==> config.mk <==
export PLATFORM = sky130hd
export DESIGN_NAME = data_bus_xbar
export DESIGN_NICKNAME = d
export VERILOG_FILES = /design/src/rtl/data_bus_pkg.sv /design/src/rtl/xbar_resp_fifo.sv /design/src/rtl/data_bus_xbar.sv
export SDC_FILE = /design/constraint.sdc
export NUM_CORES = 1
export LEC_CHECK = 0
export CORE_AREA = 10 10 117 119
export CTS_BUF_LIST = sky130_fd_sc_hd__clkbuf_2
export CTS_CLUSTER_SIZE = 40
export DETAILED_ROUTE_END_ITERATION = 12
export DIE_AREA = 0 0 127 129
export PLACE_DENSITY = 0.71
export SYNTH_ARGS = -nofsm -noshare
export SYNTH_HDL_FRONTEND = slang
export SYNTH_SLANG_ARGS = --single-unit
==> constraint.sdc <==
create_clock -name HCLK -period 3.12 [get_ports HCLK]
set_input_delay 0.78 -clock HCLK [delete_from_list [all_inputs] [get_ports HCLK]]
set_output_delay 0.78 -clock HCLK [all_outputs]
set_load 0.05 [all_outputs]
==> src/rtl/data_bus_pkg.sv <==
// ---------------------------------------------------------------------------
// data_bus_pkg
// Shared definitions for the data-bus crossbar:
//   - default address map of the four standard targets (mem, spi, gpin, gpout)
//     packed into the flat base/mask vectors the crossbar expects
//   - encoding of the "error" response slot kept in the response FIFO
//   - width helper for the FIFO entry that holds a slave index or ERR
// ---------------------------------------------------------------------------
package data_bus_pkg;

    // Default target address map. Slave 0 is the memory, then spi, gpin, gpout.
    localparam logic [31:0] MEM_BASE   = 32'h0010_0000;
    localparam logic [31:0] MEM_MASK   = 32'hFFFF_8000;
    localparam logic [31:0] SPI_BASE   = 32'h2000_0000;
    localparam logic [31:0] SPI_MASK   = 32'hFFFF_F000;
    localparam logic [31:0] GPIN_BASE  = 32'h2000_1000;
    localparam logic [31:0] GPIN_MASK  = 32'hFFFF_F000;
    localparam logic [31:0] GPOUT_BASE = 32'h2000_2000;
    localparam logic [31:0] GPOUT_MASK = 32'hFFFF_F000;

    localparam int DEF_NUM_SLAVES = 4;

    // Flat vectors, slave i in bits [32i+31:32i].
    localparam logic [DEF_NUM_SLAVES*32-1:0] DEF_SLV_BASE =
        {GPOUT_BASE, GPIN_BASE, SPI_BASE, MEM_BASE};
    localparam logic [DEF_NUM_SLAVES*32-1:0] DEF_SLV_MASK =
        {GPOUT_MASK, GPIN_MASK, SPI_MASK, MEM_MASK};

    // The error slot sits one past the last real slave index.
    function automatic int errCode(input int numSlaves);
        return numSlaves;
    endfunction

    // Bits needed to hold any slave index 0..numSlaves-1 plus the error code.
    function automatic int idxWidth(input int numSlaves);
        return (numSlaves < 1) ? 1 : $clog2(numSlaves + 1);
    endfunction

endpackage

==> src/rtl/xbar_resp_fifo.sv <==
// ---------------------------------------------------------------------------
// xbar_resp_fifo
// Small synchronous FIFO remembering, in issue order, which target owes the
// next response.
// Ports:
//   clk, rst      clock, asynchronous active-high reset
//   push, din     write an entry (ignored while full)
//   pop           drop the head entry (ignored while empty)
//   dout          head entry, valid while !empty
//   empty, full   occupancy flags
//   count         number of stored entries
// ---------------------------------------------------------------------------
module xbar_resp_fifo #(
    parameter int WIDTH = 3,
    parameter int DEPTH = 2
) (
    input  logic                       clk,
    input  logic                       rst,
    input  logic                       push,
    input  logic                       pop,
    input  logic [WIDTH-1:0]           din,
    output logic [WIDTH-1:0]           dout,
    output logic                       empty,
    output logic                       full,
    output logic [$clog2(DEPTH+1)-1:0] count
);

    localparam int PW = (DEPTH > 1) ? $clog2(DEPTH) : 1;
    localparam int CW = $clog2(DEPTH + 1);

    logic [WIDTH-1:0] mem_q [DEPTH];
    logic [PW-1:0]    wrPtr_q, wrPtr_d;
    logic [PW-1:0]    rdPtr_q, rdPtr_d;
    logic [CW-1:0]    count_q, count_d;
    logic             doPush, doPop;

    assign empty  = (count_q == '0);
    assign full   = (count_q == CW'(DEPTH));
    assign count  = count_q;
    assign dout   = mem_q[rdPtr_q];
    assign doPush = push & ~full;
    assign doPop  = pop & ~empty;

    // Pointer and occupancy update. Pointers wrap explicitly at DEPTH-1 so
    // the FIFO also behaves for DEPTH == 1; a simultaneous push and pop
    // leaves the count unchanged.
    always_comb begin
        wrPtr_d = wrPtr_q;
        rdPtr_d = rdPtr_q;
        count_d = count_q;
        if (doPush) begin
            wrPtr_d = (wrPtr_q == PW'(DEPTH - 1)) ? '0 : wrPtr_q + PW'(1);
        end
        if (doPop) begin
            rdPtr_d = (rdPtr_q == PW'(DEPTH - 1)) ? '0 : rdPtr_q + PW'(1);
        end
        if (doPush && !doPop) begin
            count_d = count_q + CW'(1);
        end else if (doPop && !doPush) begin
            count_d = count_q - CW'(1);
        end
    end

    // State registers plus the entry storage; reset empties the FIFO.
    always_ff @(posedge clk or posedge rst) begin
        if (rst) begin
            wrPtr_q <= '0;
            rdPtr_q <= '0;
            count_q <= '0;
            for (int i = 0; i < DEPTH; i++) begin
                mem_q[i] <= '0;
            end
        end else begin
            wrPtr_q <= wrPtr_d;
            rdPtr_q <= rdPtr_d;
            count_q <= count_d;
            if (doPush) begin
                mem_q[wrPtr_q] <= din;
            end
        end
    end

endmodule

==> src/rtl/data_bus_xbar.sv <==
// ---------------------------------------------------------------------------
// data_bus_xbar
// Routes one req/gnt/rvalid data port to NUM_SLAVES targets using a base/mask
// address map. Up to MAX_OUTST granted transactions may be pending; responses
// are returned strictly in issue order. Unmapped addresses get an error
// response, and out-of-order or unsolicited slave responses set a sticky flag.
// Ports:
//   HCLK, HRESET                 clock, asynchronous active-high reset
//   data_req/addr/we/be/wdata    core request side
//   data_gnt                     request accepted this cycle
//   data_rvalid/rdata/err        core response side
//   s_req                        per-slave request (one-hot or zero)
//   s_addr/we/be/wdata           unregistered broadcast of the core request
//   s_gnt, s_rvalid, s_rdata     per-slave grant and response (rdata flat)
//   outst_cnt                    pending transactions
//   proto_err                    sticky slave protocol violation
// ---------------------------------------------------------------------------
module data_bus_xbar
    import data_bus_pkg::*;
#(
    parameter int                         NUM_SLAVES = DEF_NUM_SLAVES,
    parameter int                         MAX_OUTST  = 2,
    parameter logic [NUM_SLAVES*32-1:0]   SLV_BASE   = DEF_SLV_BASE,
    parameter logic [NUM_SLAVES*32-1:0]   SLV_MASK   = DEF_SLV_MASK,
    parameter logic [31:0]                ERR_RDATA  = 32'h0000_0000
) (
    input  logic                           HCLK,
    input  logic                           HRESET,
    input  logic                           data_req,
    input  logic [31:0]                    data_addr,
    input  logic                           data_we,
    input  logic [3:0]                     data_be,
    input  logic [31:0]                    data_wdata,
    output logic                           data_gnt,
    output logic                           data_rvalid,
    output logic [31:0]                    data_rdata,
    output logic                           data_err,
    output logic [NUM_SLAVES-1:0]          s_req,
    output logic [31:0]                    s_addr,
    output logic                           s_we,
    output logic [3:0]                     s_be,
    output logic [31:0]                    s_wdata,
    input  logic [NUM_SLAVES-1:0]          s_gnt,
    input  logic [NUM_SLAVES-1:0]          s_rvalid,
    input  logic [NUM_SLAVES*32-1:0]       s_rdata,
    output logic [$clog2(MAX_OUTST+1)-1:0] outst_cnt,
    output logic                           proto_err
);

    localparam int             IW      = idxWidth(NUM_SLAVES);
    localparam logic [IW-1:0]  ERR_IDX = IW'(errCode(NUM_SLAVES));

    logic [NUM_SLAVES-1:0] hit, sel, unexpected;
    logic [IW-1:0]         selIdx, pushIdx, headIdx;
    logic                  miss, fifoEmpty, fifoFull;
    logic                  protoErr_q, protoErr_d;

    // Address decode. Every window is checked; the lowest matching index
    // wins so overlapping windows still give a one-hot select.
    always_comb begin
        hit    = '0;
        sel    = '0;
        selIdx = '0;
        for (int i = 0; i < NUM_SLAVES; i++) begin
            hit[i] = ((data_addr & SLV_MASK[32*i +: 32]) == SLV_BASE[32*i +: 32]);
        end
        for (int i = NUM_SLAVES - 1; i >= 0; i--) begin
            if (hit[i]) begin
                sel    = '0;
                sel[i] = 1'b1;
                selIdx = IW'(i);
            end
        end
    end

    // Request side. Nothing is issued while the FIFO is full, even if a
    // response retires in the same cycle, which keeps rvalid out of the gnt
    // path. Outputs are also forced low while reset is held.
    assign miss     = data_req & ~|hit;
    assign s_req    = {NUM_SLAVES{data_req & ~fifoFull & ~HRESET}} & sel;
    assign data_gnt = (|(s_req & s_gnt) | (miss & ~fifoFull)) & ~HRESET;
    assign pushIdx  = miss ? ERR_IDX : selIdx;

    assign s_addr  = data_addr;
    assign s_we    = data_we;
    assign s_be    = data_be;
    assign s_wdata = data_wdata;

    xbar_resp_fifo #(
        .WIDTH (IW),
        .DEPTH (MAX_OUTST)
    ) u_resp_fifo (
        .clk   (HCLK),
        .rst   (HRESET),
        .push  (data_gnt),
        .pop   (data_rvalid),
        .din   (pushIdx),
        .dout  (headIdx),
        .empty (fifoEmpty),
        .full  (fifoFull),
        .count (outst_cnt)
    );

    // Response side. The FIFO head names the only slave allowed to answer;
    // an ERR head answers by itself one cycle after it was pushed at the
    // earliest. Any slave rvalid not matching the head is flagged and dropped.
    always_comb begin
        data_rvalid = 1'b0;
        data_rdata  = '0;
        data_err    = 1'b0;
        unexpected  = s_rvalid;
        if (!fifoEmpty) begin
            if (headIdx == ERR_IDX) begin
                data_rvalid = 1'b1;
                data_rdata  = ERR_RDATA;
                data_err    = 1'b1;
            end else begin
                for (int i = 0; i < NUM_SLAVES; i++) begin
                    if (headIdx == IW'(i)) begin
                        data_rvalid   = s_rvalid[i];
                        data_rdata    = s_rdata[32*i +: 32];
                        unexpected[i] = 1'b0;
                    end
                end
            end
        end
    end

    assign protoErr_d = protoErr_q | (|unexpected);
    assign proto_err  = protoErr_q;

    // Sticky protocol-error flag; only reset clears it.
    always_ff @(posedge HCLK or posedge HRESET) begin
        if (HRESET) begin
            protoErr_q <= 1'b0;
        end else begin
            protoErr_q <= protoErr_d;
        end
    end

endmodule

* Word-level counts from Yosys, hierarchy flattened *
Index checks and enable logic that the tools add are counted.

operators by class
  div/mod/pow operators = 0
  equality and inequality tests = 9
  magnitude comparators = 3
  shift-type cells = 0
  bitwise operators = 16
  reduce and logical (&&, ||, !) cells = 12
  add/subtract/negate cells = 4
  multipliers = 0
  mux-type cells = 39

operators by type and width
  operator                                                           number
  32-bit two-way mux                                                 6
  20-bit by 18-bit == test with 1-bit output, second input constant  3
  4-bit two-way mux                                                  6
  3-bit two-way mux                                                  6
  17-bit by 6-bit == test with 1-bit output, second input constant   1
  1-bit two-way mux                                                  14
  4-bit OR reduction                                                 3
  2-bit two-way mux                                                  5
  4-bit bitwise AND                                                  2
  1-bit bitwise AND                                                  7
  6-bit bitwise mux                                                  1
  3-bit by 2-bit == test with 1-bit output, second input constant    2
  2-bit >= comparator, second input constant                         2
  1-bit NOT with 2-bit output                                        2
  3-bit demux with 1-bit select                                      1
  3-bit by 1-bit == test with 1-bit output, second input constant    1
  3-bit == test, second input constant                               1
  1-bit logical AND                                                  3
  1-bit logical NOT                                                  3
  3-bit logical NOT                                                  1
  1-bit NOT                                                          3
  1-bit adder, second input constant                                 2
  2-bit by 1-bit adder with 2-bit output, second input constant      1
  2-bit == test, second input constant                               1
  5 further kinds                                                    6

word-level totals
  ROM bits = 0
  memories = 0
  bits in writable memories = 0
  bits in registers = 11
  bits in latches = 0
  output and inout bits = 111

* Logic depth before layout (Yosys ltp) *
  depth in word-level cells = 15
  depth in mapped cells = 11
  depth with buffers taken out = 9

* Cells and area by module *
Synthesis repeated with hierarchy kept, for this count alone.

unflattened totals
  cell total of the unflattened synthesis = 298
  area, all modules = 2274.7 µm²

modules (own cells, without submodules)
  module          area each (µm²)  cells an instance  seq. area each (µm²)  instances
  data_bus_xbar   1771.7           264                25.0                  1
  xbar_resp_fifo  503.0            34                 250.2                 1

* Worst setup path before layout *
OpenSTA, ideal clock, no wires.

  kind = input to output
  start = input port data_addr[20]
  end = output port s_req[1]
  required time = 2340 ps
  stages = 3
  slack = -838 ps
  arrival = 3178 ps
  buffers on the path = 0
  cells stage by stage = or3b_2 or3_4 nor4_1

between the ends
  word-level cells in the longest chain between the ends = 5

RTL lines
  what                                        RTL line             text
  start: declaration                          data_bus_xbar.sv:30  input logic [31:0] data_addr,
  20-bit by 18-bit == test with 1-bit output  data_bus_xbar.sv:65  hit[i] = ((data_addr & SLV_MASK[32*i +: 32]) == SLV_BASE[32*i +: 32]);
  4-bit two-way mux (2 in a row)              data_bus_xbar.sv:68  if (hit[i]) begin
  4-bit two-way mux *                         data_bus_xbar.sv:68
  4-bit bitwise AND *                         data_bus_xbar.sv:80  assign s_req = {NUM_SLAVES{data_req & ~fifoFull & ~HRESET}} & sel;
  end: declaration                            data_bus_xbar.sv:38  output logic [NUM_SLAVES-1:0] s_req,

Mark *: on every way between the ends. The rest lies on a longest branch, timed or not.

* Final worst setup path *
  start = input port data_addr[29]
  end = output port s_req[1]

Same word-level chain as after synthesis.

==> impl_metrics.json <==
{
  "final_common_cell": "nand2_1",
  "postSynthCellCount": 416,
  "cp_cell_sequence": "dlygate4sd2_1, or3b_4, or3_4, nor4_4, buf_12",
  "dr.pass1.iters": 4,
  "cp-startpoint": "data_addr[29]",
  "finalPower_mw": 1.78,
  "required_ns": 2.34,
  "fp.dieW_um": 127,
  "final_net_count": 793,
  "final_cell_mix": "nand2_1, clkdlybuf4s50_1, buf_4",
  "synth-async-reset-ratio_pct": 100,
  "clk_latency_ns": 0.25,
  "power_frac_clock_pct": 4.5,
  "grt_max_degree": 40,
  "routabilityCongestion": 0.889,
  "grt_pass1_wl_um": 19900,
  "row_count": 39,
  "htree_num_levels": 1,
  "synth-seq-cells": 11,
  "rr_startpoint": "u_resp_fifo.rdPtr_q",
  "power.internal_mw": 0.944,
  "criticalPathCategory": "in -> out",
  "finalSetupViolations": 0,
  "min_path_type": "reg -> reg",
  "syn_area_um2": 2500,
  "period_needed_ns": 3.07,
  "design_area_um2": 5060,
  "avgRoutedWirePerCell_um": 18.6,
  "drv_slew": 0,
  "p_sw_mw": 0.835,
  "io_buffers": 220,
  "die_h_um": 129,
  "dp.cells": 716,
  "combinationalPowerShare_pct": 81.9,
  "ant_nets": 0,
  "synth_ff_type": "dfrtp_1",
  "syn_to_final_growth_pct": 102,
  "wirelength_um": 13500,
  "cts.reportedPaths.clkPinSlew_ns": 0.10,
  "synth_area_per_cell_um2": 6.02,
  "critPathTopFamily": "simple AND/OR/NAND/NOR gates",
  "slew_headroom_pct": 65.6,
  "grt_use_total_pct": 14.8,
  "drtIter0Drc": 159,
  "num_vias": 3466,
  "antenna_found_initial": 1,
  "worstHoldStart": "proto_err",
  "grt_overflow": 0,
  "grt_pass1_vias": 3608,
  "outcome": "complete, no violations",
  "arrival_ns": 2.29,
  "post_dp_cell_area_um2": 4950,
  "die_area_um2": 16400,
  "fin_setup_tns_ns": 0,
  "clock-sinks": 11,
  "critPathCaptureType": "output pin",
  "p_seq_share_pct": 13.6,
  "ios": 319,
  "p_leak_nw": 2.15,
  "clk_path_buf_depth": 2,
  "slowest_stage": "or3_4",
  "path_max_fanout": 4,
  "synth_warnings": 0,
  "fin_cells": 727,
  "ys_types": 41,
  "path_buf_inv": 2,
  "cts_root_buffer": "clkbuf_2",
  "power_density_nw_per_um2": 352,
  "maxCapViolations": 0,
  "via_per_inst": 4.77,
  "cts_tree": "yes",
  "crit_path_max_incr_delay_ns": 0.45,
  "synth_edf_count": 0,
  "fmax_ghz": 0.326,
  "period_share_pct": 98.4,
  "drive_gt1_share_pct": 22.1,
  "startpoint_type": "input port",
  "dp_hpwl_um": 11600,
  "switching_share_pct": 46.9,
  "skew_ns": 0.00366,
  "synth_seq_area_share_pct": 11.0,
  "tightest_slew_ns": 0.514,
  "hold_viol": 0,
  "drc": 0,
  "syn_nets": 625,
  "peakVddDrop_v": 0.000620,
  "fp.coreArea_um2": 11300,
  "initial_core_util_pct": 22.1,
  "cts_buffers": 3
}
==> stage by stage <==
step	hold slack [ns]	util [%]	setup slack, ns
floorplan	0.454	-	-0.273
global placement	0.471	43.7	-0.309
detailed placement	0.458	43.7	-0.331
CTS	0.493	44.2	0.00386
global route	0.522	44.7	-0.0212
finish	0.490	44.7	0.0506
==> power by group through the flow <==
stage,Sequential (mW),Clock (mW),Combinational [mW]
finish,0.242,0.0807,1.46
global route,0.249,0.0935,1.54
detailed placement,0.252,0,1.39
CTS,0.252,0.0807,1.40
global placement,0.249,0,1.38
floorplan,0.267,0,0.821
==> what timing repair did <==
item,4_1_cts,5_1_grt
hold endpoints to repair,0,0
hold buffers,0,0
endpoints found under the setup margin,6,4
resized for setup,33,7
gates cloned,0,0
setup buffers,1,5
pin swaps,9,5
==> layer usage <==
layer / share of wire [%] / vias up / track usage, %
li1: - / 1662 / -
met1: 35 / 1550 / 14.9
met2: 49 / 226 / 26.4
met3: 14 / 28 / 7.76
met4: 2.1 / 0 / 4.15
met5: 0 / - / 0
==> synthesized netlist by cell type, types with 3 or more instances <==
cell,instances,area share [%]
nand2_1,163,24
buf_4,70,21
nand3_1,34,6.8
a31oi_1,31,7.7
clkbuf_1,14,2.1
dfrtp_1,11,11
nor2_1,11,1.6
buf_2,9,1.8
o21ai_0,9,1.8
mux2_2,5,2.2
nand3b_1,5,1.5
nor4_1,5,1.2
inv_1,4,0.60
mux2i_1,4,1.6
nand2b_1,4,1.0
xor2_1,4,1.4
a21oi_1,3,0.60
==> state kept, by name, indices dropped and copies added (netlist names) <==
| signal | cells |
|---|---|
| u_resp_fifo.count | 2 |
| u_resp_fifo.wrPtr_q | 1 |
| u_resp_fifo.mem_q | 6 |
| u_resp_fifo.rdPtr_q | 1 |
| proto_err | 1 |
==> kinds of logic (layout without fill, tap and decap cells) <==
family	after synthesis	after routing	share of synthesized area (%)
AND/OR/NAND/NOR	234	234	40.0
buffers and inverters	99	266	26.4
AO/OA/AOI/OAI	54	54	15.1
multiplexers	11	11	4.85
flip-flops	11	11	11.0
XOR/XNOR	6	6	2.10
adder cells (fa/ha/maj)	1	1	0.500
other	0	1	0
==> worst reg2reg max path, cell delays in order, from the launching register on <==
cell	delay [ns]
dfrtp_2	0.48
mux2i_4	0.33
buf_12	0.23
nand2_1	0.10
a2bb2o_2	0.26
o32ai_4	0.38
buf_4	0.17
inv_1	0.03
ha_1	0.19
xor2_1	0.14
nor2_1	0.12
xor2_1	0.15
==> final timing paths <==
check,endpoint,slack (ns),cells after the start
max,s_req[1],0.05,5
min,proto_err,0.49,1
max reg2reg,u_resp_fifo.count[1],0.47,11
min reg2reg,proto_err,0.49,1
max in group asynchronous,u_resp_fifo.mem_q[4],2.10,3
min in group asynchronous,u_resp_fifo.count[1],0.88,3
==> layout make-up <==
| class | instances | area, µm² |
|---|---|---|
| fill | 1111 | 6260 |
| tap | 143 | 179 |
| sequential | 11 | 277 |
| timing repair buffer | 258 | 2900 |
| antenna | 1 | 2.50 |
| inverter | 4 | 15.0 |
| multi-input combinational | 306 | 1660 |
| clock buffer | 4 | 20.0 |
(Power assumes the default switching activity.)
